$ cat config.mk
export PLATFORM = sky130hd
export DESIGN_NAME = led_seq_ctrl
export DESIGN_NICKNAME = d
export VERILOG_FILES = /design/src/rtl/led_seq_ctrl.sv
export SDC_FILE = /design/constraint.sdc
export NUM_CORES = 1
export LEC_CHECK = 0
export BUFFER_PORTS_ARGS = -buffer_cell sky130_fd_sc_hd__buf_2
export CAP_MARGIN = 30
export CORE_ASPECT_RATIO = 1.75
export CORE_MARGIN = 4
export CORE_UTILIZATION = 62
export DETAILED_ROUTE_END_ITERATION = 8
export PLACE_DENSITY_LB_ADDON = 0.25
export RECOVER_POWER = 50
export SYNTH_ARGS = -nofsm -noshare
export SYNTH_HDL_FRONTEND = slang
export SYNTH_SLANG_ARGS = --single-unit
export TNS_END_PERCENT = 20
$ cat constraint.sdc
create_clock -name clk -period 3.3 [get_ports clk]
set_input_delay 0.66 -clock clk [delete_from_list [all_inputs] [get_ports clk]]
set_output_delay 0.66 -clock clk [all_outputs]
set_load 0.1 [all_outputs]
$ cat src/rtl/led_seq_ctrl.sv
// ============================================================================
// Module      : led_seq_ctrl
// Description : LED pattern sequencer with start/stop control and a sticky
//               end-of-sweep interrupt. Define LED_SEQ_CTRL_MISS_CNT_EN to
//               implement the missed-interrupt counter; otherwise it reads 0.
// Revision    : 1.0 - initial release
// ============================================================================
`default_nettype none

module led_seq_ctrl #(
  parameter int CLOCK_FREQ = 50000000,
  parameter int MISS_W     = 8
) (
  input  logic              clk,
  input  logic              rst_n,
  input  logic              start,
  input  logic              stop,
  input  logic [1:0]        mode,
  input  logic [31:0]       step_period,
  input  logic              intr_ack,
  output logic [3:0]        led,
  output logic              o_intr,
  output logic              busy,
  output logic [MISS_W-1:0] miss_cnt
);

  generate
    if (CLOCK_FREQ < 1 || MISS_W < 1) begin : g_param_check
      $error("led_seq_ctrl: CLOCK_FREQ and MISS_W must be positive");
    end
  endgenerate

  typedef enum logic [0:0] {
    S_IDLE = 1'b0,
    S_RUN  = 1'b1
  } state_t;

  state_t      r_state, w_state_nxt;
  logic [31:0] r_cnt, w_cnt_nxt;
  logic [31:0] r_period, w_period_nxt;
  logic [1:0]  r_mode, w_mode_nxt;
  logic [2:0]  r_pos, w_pos_nxt;
  logic [3:0]  r_led, w_led_nxt;
  logic        r_intr, w_intr_nxt;
  logic        r_busy, w_busy_nxt;
  logic        w_step;
  logic        w_last;
  logic [2:0]  w_pos_adv;
  logic        w_sweep_end;

  function automatic logic [3:0] pattern(input logic [1:0] m, input logic [2:0] p);
    logic [3:0] v;
    case (m)
      2'd0: v = 4'b0001 << p[1:0];
      2'd1: v = 4'b1000 >> p[1:0];
      2'd2: begin
        case (p)
          3'd0:    v = 4'b0001;
          3'd1:    v = 4'b0010;
          3'd2:    v = 4'b0100;
          3'd3:    v = 4'b1000;
          3'd4:    v = 4'b0100;
          default: v = 4'b0010;
        endcase
      end
      default: v = p[0] ? 4'b0000 : 4'b1111;
    endcase
    return v;
  endfunction

  function automatic logic [2:0] last_pos(input logic [1:0] m);
    logic [2:0] v;
    case (m)
      2'd2:    v = 3'd5;
      2'd3:    v = 3'd1;
      default: v = 3'd3;
    endcase
    return v;
  endfunction

  assign w_step    = (r_cnt == r_period);
  assign w_last    = (r_pos == last_pos(r_mode));
  assign w_pos_adv = w_last ? 3'd0 : r_pos + 3'd1;

  always_comb begin
    w_state_nxt  = r_state;
    w_cnt_nxt    = r_cnt;
    w_period_nxt = r_period;
    w_mode_nxt   = r_mode;
    w_pos_nxt    = r_pos;
    w_led_nxt    = r_led;
    w_busy_nxt   = r_busy;
    w_sweep_end  = 1'b0;

    case (r_state)
      S_IDLE: begin
        w_cnt_nxt = 32'd0;
        if (start && !stop) begin
          w_state_nxt  = S_RUN;
          w_mode_nxt   = mode;
          w_period_nxt = step_period;
          w_pos_nxt    = 3'd0;
          w_led_nxt    = pattern(mode, 3'd0);
          w_busy_nxt   = 1'b1;
        end
      end
      default: begin
        // stop outranks a step on the same edge, so no interrupt is raised
        if (stop) begin
          w_state_nxt = S_IDLE;
          w_cnt_nxt   = 32'd0;
          w_led_nxt   = 4'b0000;
          w_busy_nxt  = 1'b0;
        end else if (w_step) begin
          w_cnt_nxt   = 32'd0;
          w_pos_nxt   = w_pos_adv;
          w_led_nxt   = pattern(r_mode, w_pos_adv);
          w_sweep_end = w_last;
        end else begin
          w_cnt_nxt = r_cnt + 32'd1;
        end
      end
    endcase

    w_intr_nxt = r_intr;
    if (w_sweep_end) begin
      w_intr_nxt = 1'b1;
    end else if (intr_ack) begin
      w_intr_nxt = 1'b0;
    end
  end

  always_ff @(posedge clk) begin
    if (!rst_n) begin
      r_state  <= S_IDLE;
      r_cnt    <= 32'd0;
      r_period <= 32'd0;
      r_mode   <= 2'd0;
      r_pos    <= 3'd0;
      r_led    <= 4'b0000;
      r_intr   <= 1'b0;
      r_busy   <= 1'b0;
    end else begin
      r_state  <= w_state_nxt;
      r_cnt    <= w_cnt_nxt;
      r_period <= w_period_nxt;
      r_mode   <= w_mode_nxt;
      r_pos    <= w_pos_nxt;
      r_led    <= w_led_nxt;
      r_intr   <= w_intr_nxt;
      r_busy   <= w_busy_nxt;
    end
  end

`ifdef LED_SEQ_CTRL_MISS_CNT_EN
  logic [MISS_W-1:0] r_miss;

  // An ack landing on a sweep end means the PS saw the earlier one: not a miss
  always_ff @(posedge clk) begin
    if (!rst_n) begin
      r_miss <= '0;
    end else if (w_sweep_end && r_intr && !intr_ack && (r_miss != {MISS_W{1'b1}})) begin
      r_miss <= r_miss + {{(MISS_W-1){1'b0}}, 1'b1};
    end
  end

  assign miss_cnt = r_miss;
`else
  assign miss_cnt = '0;
`endif

  assign led    = r_led;
  assign o_intr = r_intr;
  assign busy   = r_busy;

endmodule

`default_nettype wire

## After elaboration in Yosys (flattened, before gate mapping)

Index checks and enable logic that the tools add are counted.

- Flip-flop bits (word level): 76
- Output and inout bits: 14
- Logic and storage cells: 67

- $add $sub $neg: 2
- Equality and inequality tests: 14
- Shift-type cells: 2
- Mux-type cells: 25
- Bitwise operators: 2
- Reductions and logical operators: 14

Operators with widths:

| operator | count |
|---|---|
| adder 32 x 1 -> 32 bit, second input constant | 1 |
| == test 32 bit | 1 |
| case mux 4 bit (3 select lines) | 2 |
| two-way mux 4 bit | 5 |
| two-way mux 3 bit | 5 |
| two-way mux 1 bit | 11 |
| case mux 4 bit (2 select lines) | 1 |
| == test 2 bit, second input constant | 3 |
| == test 3 x 2 -> 1 bit, second input constant | 2 |
| case mux 3 bit (2 select lines) | 1 |
| AND reduction 2 bit | 3 |
| == test 2 x 1 -> 1 bit, second input constant | 2 |
| logical NOT 2 bit | 2 |
| inequality test 2 bit, second input constant | 2 |
| nonzero test 2 bit | 2 |
| OR reduction 2 bit | 2 |
| OR reduction 4 bit | 1 |
| << shifter 1 x 2 -> 4 bit, first input constant | 1 |
| >> shifter 4 x 2 -> 4 bit, first input constant | 1 |
| adder 3 x 1 -> 3 bit, second input constant | 1 |
| == test 3 bit | 1 |
| == test 3 bit, second input constant | 1 |
| logical NOT 3 bit | 1 |
| inequality test 3 x 2 -> 1 bit, second input constant | 1 |
| other kinds (5) | 6 |

## Longest topological paths before layout

Gate-level depths: netlist of the first run.

- Depth in word-level cells: 11
- Mapped depth: 8

## Worst setup path before layout of the first run

No wires, ideal clock.

- Path kind: flip-flop to flip-flop
- From: register r_pos[0]
- To: register r_led[3], in the netlist led[3]
- Setup time: 117 ps
- Arrival: 1,734 ps
- Setup slack: 1,448 ps
- Stages on the path, launching flop included: 9
- Period minus slack after synthesis: 1,852 ps
- Cell sequence: dfxtp_1 > clkbuf_2 > inv_1 > ha_1 > nand2_1 > o211ai_1 > o21ai_0 > a311o_1 > o211a_1

- Cells in the longest elaborated chain, start to end: 9
- Elaborated cells on any way between the ends: 16
- Classes of those cells: 1 x add/sub; 4 x eq/ne; 2 x shift; 7 x mux; 2 x reduce/logical

Ends and longest elaborated chain:

| what | RTL line | source |
|---|---|---|
| start, declared | 42 | `logic [2:0] r_pos, w_pos_nxt;` |
| start signal, assigned | 148 | `r_pos <= w_pos_nxt;` |
| adder 3 x 1 -> 3 bit / == test 3 bit (equally long branches) | 83, 82 |  |
| two-way mux 3 bit (*) | 83 | `assign w_pos_adv = w_last ? 3'd0 : r_pos + 3'd1;` |
| == test 3 bit / == test 3 x 2 -> 1 bit (equally long branches) | 57 | `case (p)` |
| OR reduction 2 bit (no source line) | n/a |  |
| case mux 4 bit (3 select lines) | 57 |  |
| case mux 4 bit (3 select lines) (*) | 53 | `case (m)` |
| two-way mux 4 bit (*) | 114 | `end else if (w_step) begin` |
| two-way mux 4 bit (*) | 109 | `if (stop) begin` |
| two-way mux 4 bit (*) | 95 | `case (r_state)` |
| end signal, assigned | 149 | `r_led <= w_led_nxt;` |
| end, declared | 43 | `logic [3:0] r_led, w_led_nxt;` |

Mark *: on every way between the ends. The rest lies on a longest branch, timed or not. The select of a mux whose other input is x is not followed.
A chain may end at the register's enable or synchronous reset.

## Worst setup path in the final report of the first run

- From: input rst_n
- To: register r_cnt[15]

- Cells in the longest elaborated chain, start to end: 2

Ends and longest elaborated chain:

| what | RTL line | source |
|---|---|---|
| start, declared | 15 | `input logic rst_n,` |
| NOT 1 bit (no source line) | n/a |  |
| OR reduction 4 bit (no source line) | n/a |  |
| end signal, assigned | 145 | `r_cnt <= w_cnt_nxt;` |
| end, declared | 39 | `logic [31:0] r_cnt, w_cnt_nxt;` |

No other way between the ends.

==> out/qor.yml, run 1 <==
route:
  vias: 3165
  drtPass1Iterations: 4
  drt-vias-per-instance: 5.50
  finalWirelength_um: 8360
  ant_nets: 0
  first_iter_violations: 168
  wl_per_cell_um: 14.5
  drcViolationCount: 0
yosys:
  syn_avg_cell_area_um2: 8.46
  yosysSeqAreaShare_pct: 39.1
  netlist_area_mm2: 0.00389
  synth.distinct_cells: 54
  ys_ff_latch: 76
  synth_cells: 460
  ys_warn_count: 0
pwr:
  power.density_mw_per_mm2: 435
  power_frac_comb_pct: 11.9
  p_leak_nw: 1.46
  irDropWorstVdd_mv: 0.356
  p_seq_share_pct: 52.4
  power.share.clock_pct: 35.7
  switching_share_pct: 26.7
  finalPower_mw: 1.84
  power.switching_mw: 0.491
  p_int_mw: 1.35
outcome:
  outcome: "finished with violations"
  violations: "capacitance limit, slew limit"
clock_tree:
  cts_buffer_depth: 2
  path_clk_slew_ns: 0.08
  cts_buffers: 9
  htreeDepth: 3
  clk_latency_ns: 0.36
  cts-hold-fix-buffers: 0
  cts_setup_buffers: 0
  clkSinkCount: 76
  cts_tree: "done"
  cts_resized: 0
  cts_root_buf: "clkbuf_8"
placement:
  pre_cts_slack_ns: 0.931
  hpwl_um: 6260
  portBuffers: 44
  place_congestion: 0.849
  dpl_cell_area_mm2: 0.00406
  dp_cells: 559
final_layout:
  diodes: 0
  layout-drive-gt1-share_pct: 14.3
  final_cells: 575
  final_nets: 535
  post-route-util_pct: 70.8
  design_area_mm2: 0.00423
  area_growth_pct: 8.65
grt:
  grt_use_total_pct: 24.0
  overflow: 0
  antenna_found_initial: 0
  grt_max_degree: 48
  grt_pass1_wl_um: 13800
  grt_pass1_vias: 3044
timing:
  setup_viol: 0
  worst_pin_slew_ns: 1.64
  clock_skew_ns: 0.00682
  period_minus_slack_ns: 2.39
  tns_ns: 0
  maxSlewViolCount: 48
  hold_viol: 0
  finalCritPeriodShare_pct: 72.4
  hold_ws_ns: 0.466
  rsz0062_at_grt: "no"
  finalWorstSetupSlack_ns: 0.911
  relSlewSlack_pct: -9.04
  fmax_mhz: 419
die:
  pin_count: 53
  fp.dieH_um: 113
  die_w_um: 67.9
  coreArea_mm2: 0.00597
  start_util_pct: 65.1
  num_rows: 37
  dieArea_mm2: 0.00766
critical_path:
  critPathRequiredTime_ns: 3.58
  crit_type: "input pin to flop"
  startpoint_type: "input pin"
  critPathCaptureType: "flop"
  crit_fanout: 47
  critPathArrivalTime_ns: 2.67
run:
  drv_cap: 1
hold_path:
  holdCritPathClass: "flop to flop"
==> cells in the mapped netlist, drive strengths merged <==
library cell,number,share of area (%)
nand2,86,8.3
dfxtp,76,39
nor2,52,5.0
xnor2,49,11
a21boi,36,6.9
clkbuf,19,2.6
nand3,19,2.8
nand4,16,2.9
xor2,15,3.4
buf,14,2.5
inv,11,1.1
a21oi,7,0.90
o21ai,6,0.77
and3,5,0.87
and4,5,1.2
ha,4,1.3
nand2b,4,0.64
nor4,3,1.6
a21o,2,0.39
a31o,2,0.45
and2b,2,0.42
nor2b,2,0.32
nor3b,2,0.39
o211a,2,0.51
o21a,2,0.39
o22ai,2,0.32
a221o,1,0.26
a221oi,1,0.23
a22oi,1,0.19
a311o,1,0.26
a311oi,1,0.23
a31oi,1,0.16
and2,1,0.16
conb,1,0.096
mux2i,1,0.26
nand3b,1,0.19
nor3,1,0.26
o2111ai,1,0.23
o211ai,1,0.19
o221a,1,0.29
o31ai,1,0.19
o41ai,1,0.23
or3b,1,0.23
==> final timing paths <==
check / to / startpoint / slack [ns] / depth (start not counted)
setup reg to reg: r_period[15] / r_state / 0.96 / 4
setup / recovery: r_cnt[15] / rst_n / 0.91 / 4
hold / removal: led[1] / led[1] / 0.47 / 2
hold reg to reg: led[1] / led[1] / 0.47 / 2
==> registers in the layout (all words and copies together), names as in the netlist <==
name and count:
r_mode 2, o_intr 1, r_cnt 32, r_pos 3
r_period 32, busy 1, r_state 1, led 4
==> area by class of cell <==
type,instances,area (µm²)
multi-input combinational,347,2160
tap,78,97.6
sequential,76,1520
clock inverter,1,5.00
inverter,11,41.3
timing repair buffer,47,228
fill,526,1750
clock buffer,15,176
==> cells by family after synthesis <==
family	share of synthesized area, %
AOI/OAI and AO/OA	13.1
xor gates and xnor gates	14.6
adders and majority gates	1.29
buffers and inverters	6.18
DFF	39.1
muxes	0.257
other	0.0964
and+or+nand+nor	25.3
==> critical path, stage by stage <==
cell and delay [ns]:
clkbuf_1 1.15, nand3_1 0.15, clkbuf_2 0.48, nor2_1 0.22
==> layout by cell type, fill, tap and decap left out, types with 12 or more instances in the layout <==
cell,Yosys,routed
clkbuf_8,3,12
a21boi_0,35,35
buf_2,5,37
xnor2_1,48,48
nand2_1,86,86
nor2_1,52,52
nand3_1,16,16
dfxtp_1,76,76
nand4_1,14,14
xor2_1,15,15
==> per-layer routing <==
metal	global-route usage, %	wire, µm	vias to the layer above
met3	6.55	377	21
met2	42.8	4590	79
met1	24.8	3110	1489
met4	12.0	280	0
met5	0	0	-
li1	-	-	1576
==> power by group through the flow <==
| stage | Sequential (mW) | Clock, mW | Combinational, mW |
|---|---|---|---|
| 6_report | 0.963 | 0.656 | 0.219 |
| 5_1_grt | 0.965 | 0.722 | 0.238 |
| 4_1_cts | 0.962 | 0.674 | 0.222 |
| 3_5_place_dp | 0.983 | 0 | 0.222 |
| 3_3_place_gp | 0.982 | 0 | 0.218 |
| 2_1_floorplan | 1.00 | 0 | 0.158 |
Power figures use the tool's default switching activity.
==> run 2, diff against run 1 <==
--- a/config.mk
+++ b/config.mk
@@ -5,11 +5,12 @@
 export SDC_FILE = /design/constraint.sdc
 export NUM_CORES = 1
 export LEC_CHECK = 0
+export ABC_AREA = 1
 export BUFFER_PORTS_ARGS = -buffer_cell sky130_fd_sc_hd__buf_2
 export CAP_MARGIN = 30
 export CORE_ASPECT_RATIO = 1.75
 export CORE_MARGIN = 4
-export CORE_UTILIZATION = 62
+export CORE_UTILIZATION = 58
 export DETAILED_ROUTE_END_ITERATION = 8
 export PLACE_DENSITY_LB_ADDON = 0.25
 export RECOVER_POWER = 50
==> constraint.sdc (replaced) <==
create_clock -name clk -period 2.45 [get_ports clk]
set_input_delay 0.49 -clock clk [delete_from_list [all_inputs] [get_ports clk]]
set_output_delay 0.49 -clock clk [all_outputs]
set_load 0.1 [all_outputs]
==> run 2 against run 1 <==
Effect of this change: the flow now finishes without violations; first-iteration DRC count up 33%; count of clock-buffer cells in the layout is 4 lower; register-to-register slack worse by 0.40 ns.
==> out/qor.yml, run 2 <==
outcome:
  outcome: "complete, no violations"
clock_tree:
  clk_latency_ns: 0.34  # -0.02 ns
  path_clk_slew_ns: 0.05  # -0.03 ns
  htreeDepth: 3  # unchanged
  cts_root_buf: "clkbuf_16"
  cts_buffers: 9  # unchanged
  cts_resized: 0  # unchanged
  clkSinkCount: 76  # unchanged
  cts_buffer_depth: 2  # unchanged
  cts-hold-fix-buffers: 0  # unchanged
  cts_tree: "done"
  cts_setup_buffers: 0  # unchanged
critical_path:
  slowest_stage: "clkbuf_1"
  crit_type: "flop to primary output"
  critPathArrivalTime_ns: 1.53  # -1.14 ns
  crit_family: "buffers and inverters"
  cp_slowest_stage_delay_ns: 0.87  # -0.28 ns
  critPathCaptureType: "primary output"
  regToRegSetupSlack_ns: 0.56  # -0.40 ns
  critPathRequiredTime_ns: 1.96  # -1.62 ns
  startpoint_type: "flop"
  crit_fanout: 2  # -96%
  cp.buffers_inverters: 1  # -1
  crit_chain: "clkbuf_1"
yosys:
  ys_top_cells_by_area: "dfxtp_1 38%, nand2_1 15%, inv_1 7.8%, a21oi_1 6.5%, nor2_1 5.9%"
  yosys.area.top_type: "dfxtp_1"
  yosysMostFrequentCell: "nand2_1"
  synthTopCellsByCount: "164 x nand2_1, 84 x inv_1, 76 x dfxtp_1, 63 x nor2_1, 52 x a21oi_1"
  ys_warn_count: 0  # unchanged
  netlist_area_mm2: 0.00403  # +3.5%
  synth_cells: 611  # +33%
  syn_avg_cell_area_um2: 6.59  # -22%
  synth_edf_count: 0  # unchanged
  ys_ff_latch: 76  # unchanged
  yosysSeqAreaShare_pct: 37.8  # -1.3 points
  synth-async-reset-ratio_pct: 0  # unchanged
  synth.distinct_cells: 32  # -41%
  ys.flop_type: "dfxtp_1"
  synth.top_cell.area_share_pct: 37.8  # -1.3 points
final_layout:
  diodes: 0  # unchanged
  area_growth_pct: 12.5
  n_fill_cell: 605  # +15%
  final_common_cell: "nand2_1"
  layout_common_cells: "164 x nand2_1, 84 x inv_1, 76 x dfxtp_1"
  layout-drive-gt1-share_pct: 10.2  # -4.0 points
  final_nets: 697  # +30%
  post-route-util_pct: 68.3  # -2.5 points
die:
  pin_count: 53  # unchanged
  start_util_pct: 60.7  # -4.5 points
  die_w_um: 71.0  # +4.6%
  dieArea_mm2: 0.00839  # +9.6%
  fp.dieH_um: 118  # +4.8%
  coreArea_mm2: 0.00664  # +11%
  num_rows: 39  # +5.4%
timing:
  setup_viol: 0  # unchanged
  worst_pin_slew_ns: 1.17  # -0.465 ns
  clock_skew_ns: 0.00539  # -0.00142 ns
  hold_ws_ns: 0.432  # -0.0344 ns
  hold_viol: 0  # unchanged
  relSlewSlack_pct: 22.3  # +31 points
  tns_ns: 0  # unchanged
  period_minus_slack_ns: 2.02
  finalWorstSetupSlack_ns: 0.426  # -0.485 ns
  fmax_mhz: 494
  maxSlewViolCount: 0  # -100%
  finalCritPeriodShare_pct: 82.6
  rsz0062_at_grt: "no"
route:
  wl_per_cell_um: 12.5  # -14%
  vias: 3854  # +22%
  drt-vias-per-instance: 5.24  # -4.9%
  drtPass1Iterations: 5  # +1
  first_iter_violations: 223  # +33%
  ant_nets: 0  # unchanged
  drcViolationCount: 0  # unchanged
  finalWirelength_um: 9170  # +9.7%
placement:
  pre_cts_slack_ns: 0.623  # -0.307 ns
  portBuffers: 44  # unchanged
  hpwl_um: 6740  # +7.7%
  place_congestion: 0.961  # +13%
run:
  drv_cap: 0  # -1
grt:
  antenna_found_initial: 0  # unchanged
  grt_pass1_wl_um: 15800  # +14%
  overflow: 0  # unchanged
  grt_pass1_vias: 3699  # +22%
  grt_use_total_pct: 23.2  # -0.89 points
  grt_max_degree: 75  # +56%
pwr:
  p_leak_nw: 1.84  # +26%
  power.density_mw_per_mm2: 632  # +45%
  irDropWorstVdd_mv: 0.437  # +23%
hold_path:
  holdCritPathClass: "input pin to flop"
-- run 2: per-stage QoR --
step                      cells  total power [mW]  instance area, µm²
after global placement      725              1.71                4290
final                       736              2.86                4530
after global routing        736              2.99                4530
after CTS                   736              2.89                4540
after floorplan             618              1.65                4050
after detailed placement    725              1.72                4290
-- run 2: kinds of logic after synthesis --
family          count (synthesis)  synth area share [%]
simple gates                  294                  31.2
buf+inv                       110                  11.1
compound gates                 98                  12.5
flops                          76                  37.8
xor+xnor                       28                  6.09
fa+ha+maj                       4                  1.24
other cells                     1                0.0932
-- run 2: path summary, 6_finish.rpt --
path / start / end / depth (start not counted)
worst max register to register: r_cnt[3] / r_cnt[22] / 12
worst max-delay path: led[2] / led[2] / 1
worst min-delay path: step_period[14] / r_period[14] / 3
worst min register to register: r_period[19] / r_period[19] / 2
-- run 2: layer usage --
layer  wire (µm)  vias to the layer above  GRT usage, %
li1            -                     1989             -
met1        3340                     1720          22.6
met2        4910                      106          42.6
met3         486                       39          5.35
met4         424                        0          14.1
met5           0                        -             0
-- run 2: layout make-up --
cell class	count	area, µm²	share of cell area, %
timing repair buffer	48	243	5.36
tap	82	103	2.27
sequential	76	1520	33.6
multi-input combinational	432	2080	46.0
inverter	87	327	7.21
clock buffer	11	253	5.58
-- run 2: power by group --
group          switching (mW)  total [mW]  internal (mW)  leakage [nW]
Clock                   0.452        1.16          0.711         0.125
Combinational           0.268       0.377          0.109          1.09
Sequential             0.0327        1.32           1.29         0.620
Total                   0.752        2.86           2.11          1.84
==> run 3, diff against run 2 <==
--- a/config.mk
+++ b/config.mk
@@ -5,12 +5,12 @@
 export SDC_FILE = /design/constraint.sdc
 export NUM_CORES = 1
 export LEC_CHECK = 0
-export ABC_AREA = 1
+export ABC_AREA = 0
 export BUFFER_PORTS_ARGS = -buffer_cell sky130_fd_sc_hd__buf_2
 export CAP_MARGIN = 30
 export CORE_ASPECT_RATIO = 1.75
 export CORE_MARGIN = 4
-export CORE_UTILIZATION = 58
+export CORE_UTILIZATION = 57
 export DETAILED_ROUTE_END_ITERATION = 8
 export PLACE_DENSITY_LB_ADDON = 0.25
 export RECOVER_POWER = 50
==> constraint.sdc (replaced) <==
create_clock -name clk -period 2 [get_ports clk]
set_input_delay 0.4 -clock clk [delete_from_list [all_inputs] [get_ports clk]]
set_output_delay 0.4 -clock clk [all_outputs]
set_load 0.1 [all_outputs]
==> run 3 against run 2 <==
Effect of this change: sequential share of layout area down 0.64 points; highest routed layer unchanged; largest power group is now clock; clock skew down 0.0013 ns; cell count down 18%; register-to-register slack got worse by 0.47 ns; first-iteration DRC count shrank 33%; critical path depth grew 5.
==> out/qor.yml, run 3 (synthesis gave the netlist of run 1 again) <==
timing:
  clock_skew_ns: 0.00411  # -0.00128 ns
  finalWorstSetupSlack_ns: 0.0869  # -0.339 ns
  fmax_mhz: 523
  period_minus_slack_ns: 1.91
  finalCritPeriodShare_pct: 95.7
  maxSlewViolCount: 0  # unchanged
  setup_viol: 0  # unchanged
  hold_viol: 0  # unchanged
  rsz0062_at_grt: "yes"
placement:
  portBuffers: 44  # unchanged
  hpwl_um: 6820  # +1.1%
  place_congestion: 0.909  # -5.4%
  pre_cts_slack_ns: 0.0399  # -0.584 ns
final_layout:
  layout-drive-gt1-share_pct: 23.2  # +13 points
  layout_common_cells: "86 x nand2_1, 68 x dfxtp_1, 51 x nor2_1"
  area_growth_pct: 19.7
  final_common_cell: "nand2_1"
  diodes: 0  # unchanged
  final_nets: 559  # -20%
die:
  num_rows: 39  # unchanged
  start_util_pct: 59.1  # -1.6 points
  pin_count: 53  # unchanged
  dieArea_mm2: 0.00826  # -1.5%
  coreArea_mm2: 0.00659  # -0.74%
  fp.dieH_um: 117  # -0.78%
  die_w_um: 70.4  # -0.75%
pwr:
  power.density_mw_per_mm2: 793  # +26%
  irDropWorstVdd_mv: 0.619  # +42%
  p_leak_nw: 1.70  # -7.5%
  finalPower_mw: 3.69  # +29%
grt:
  grt_pass1_vias: 3259  # -12%
  overflow: 0  # unchanged
  grt_pass1_wl_um: 14800  # -6.0%
  grt_use_total_pct: 23.1  # -0.058 points
  antenna_found_initial: 0  # unchanged
  grt_max_degree: 33  # -56%
hold_path:
  min_from: "stop"
  holdPathEnd: "r_state"
  holdCritPathClass: "input pin to flop"
  hold_path_depth: 2  # -1
clock_tree:
  cts_root_buf: "clkbuf_16"
  path_clk_slew_ns: 0.06  # about the same
  clkSinkCount: 76  # unchanged
  cts_buffer_depth: 2  # unchanged
  cts_tree: "done"
  htreeDepth: 3  # unchanged
  clk_latency_ns: 0.33  # about the same
  cts-hold-fix-buffers: 0  # unchanged
  cts_buffers: 9  # unchanged
critical_path:
  slowest_stage: "nor4_4"
  r2r_cells: 6  # -6
  critPathRequiredTime_ns: 2.26  # +0.30 ns
  crit_type: "flop to flop"
  cp_slowest_stage_delay_ns: 0.41  # -0.46 ns
  critPathCaptureType: "flop"
  crit_chain: "xnor2_4, nand4_1, nor4_4, nand3_2, or3b_1, a21boi_1"
  critPathArrivalTime_ns: 2.17  # +0.64 ns
  r2r_end: "r_pos[1]"
  startpoint_type: "flop"
  crit_family: "simple AND/OR/NAND/NOR gates"
  regToRegSetupSlack_ns: 0.09  # -0.47 ns
  rr_startpoint: "r_cnt[26]"
  cp.buffers_inverters: 0  # -1
  crit_fanout: 6  # +4
route:
  drcViolationCount: 0  # unchanged
  drt-vias-per-instance: 5.45  # +4.0%
  first_iter_violations: 149  # -33%
  vias: 3284  # -15%
  ant_nets: 0  # unchanged
  finalWirelength_um: 9110  # -0.58%
  drtPass1Iterations: 4  # -1
  wl_per_cell_um: 15.1  # +21%
outcome:
  outcome: "complete, no violations"
run:
  drv_cap: 0  # unchanged
run 3: cell count changes in the layout (fill, tap and decap cells not counted), moves of 12 or more:
cell	change
nor3_1	-13
nor2_1	-12
buf_4	+22
a21oi_1	-46
a21boi_0	+35
nand2_1	-78
xnor2_1	+25
o21ai_0	-36
inv_1	-73
run 3: through the flow:
| stage | hold WS (ns) | cells | area [µm²] | TNS, ns | util [%] |
|---|---|---|---|---|---|
| 5_1_grt | 0.316 | 603 | 4660 | -0.0705 | 70.7 |
| 6_report | 0.289 | 603 | 4660 | 0 | 70.7 |
| 3_5_place_dp | 0.461 | 584 | 4240 | 0 | 64.3 |
| 3_3_place_gp | 0.448 | 584 | 4240 | 0 | 64.3 |
| 2_1_floorplan | 0.456 | 467 | 3920 | 0 | - |
| 4_1_cts | 0.292 | 600 | 4560 | 0 | 69.2 |
run 3: how the worst max path moves through the flow:
| stage | startpoint | endpoint | slack [ns] | cells past startpoint |
|---|---|---|---|---|
| finish | r_cnt[26] | r_pos[1] | 0.09 | 6 |
| global route | r_cnt[26] | r_pos[1] | -0.07 | 6 |
| CTS | r_pos[1] | led[3] | 0.009 | 7 |
| detailed placement | r_cnt[12] | r_pos[1] | 0.04 | 6 |
| global placement | r_pos[1] | led[1] | 0.07 | 7 |
| floorplan | r_pos[0] | led[3] | 0.15 | 8 |
run 3: repair_timing:
| action | in CTS | in global routing |
|---|---|---|
| gates cloned | 0 | 0 |
| endpoints found under the hold margin | 0 | 0 |
| gates resized for setup | 1 | 17 |
| pin swaps | 0 | 6 |
| setup buffers | 0 | 3 |
| setup endpoints to repair | 1 | 7 |
run 3: cell type report:
type | instances | area, µm²
tap | 82 | 103
fill | 527 | 1930
multi-input combinational | 347 | 2220
sequential | 76 | 1530
timing repair buffer | 71 | 435
clock buffer | 11 | 243
inverter | 11 | 41.3
clock inverter | 5 | 75.1
run 3: report_power, final:
part           internal (mW)  switching, mW
sequential              1.55         0.0329
clock                   1.12          0.591
combinational          0.135          0.260
run 3: metal layers:
metal / up-vias / GRT usage [%] / wire length (µm)
met3: 34 / 4.27 / 336
met2: 79 / 44.1 / 5090
met5: - / 0 / 0
met4: 0 / 16.0 / 450
li1: 1635 / - / -
met1: 1536 / 21.9 / 3240
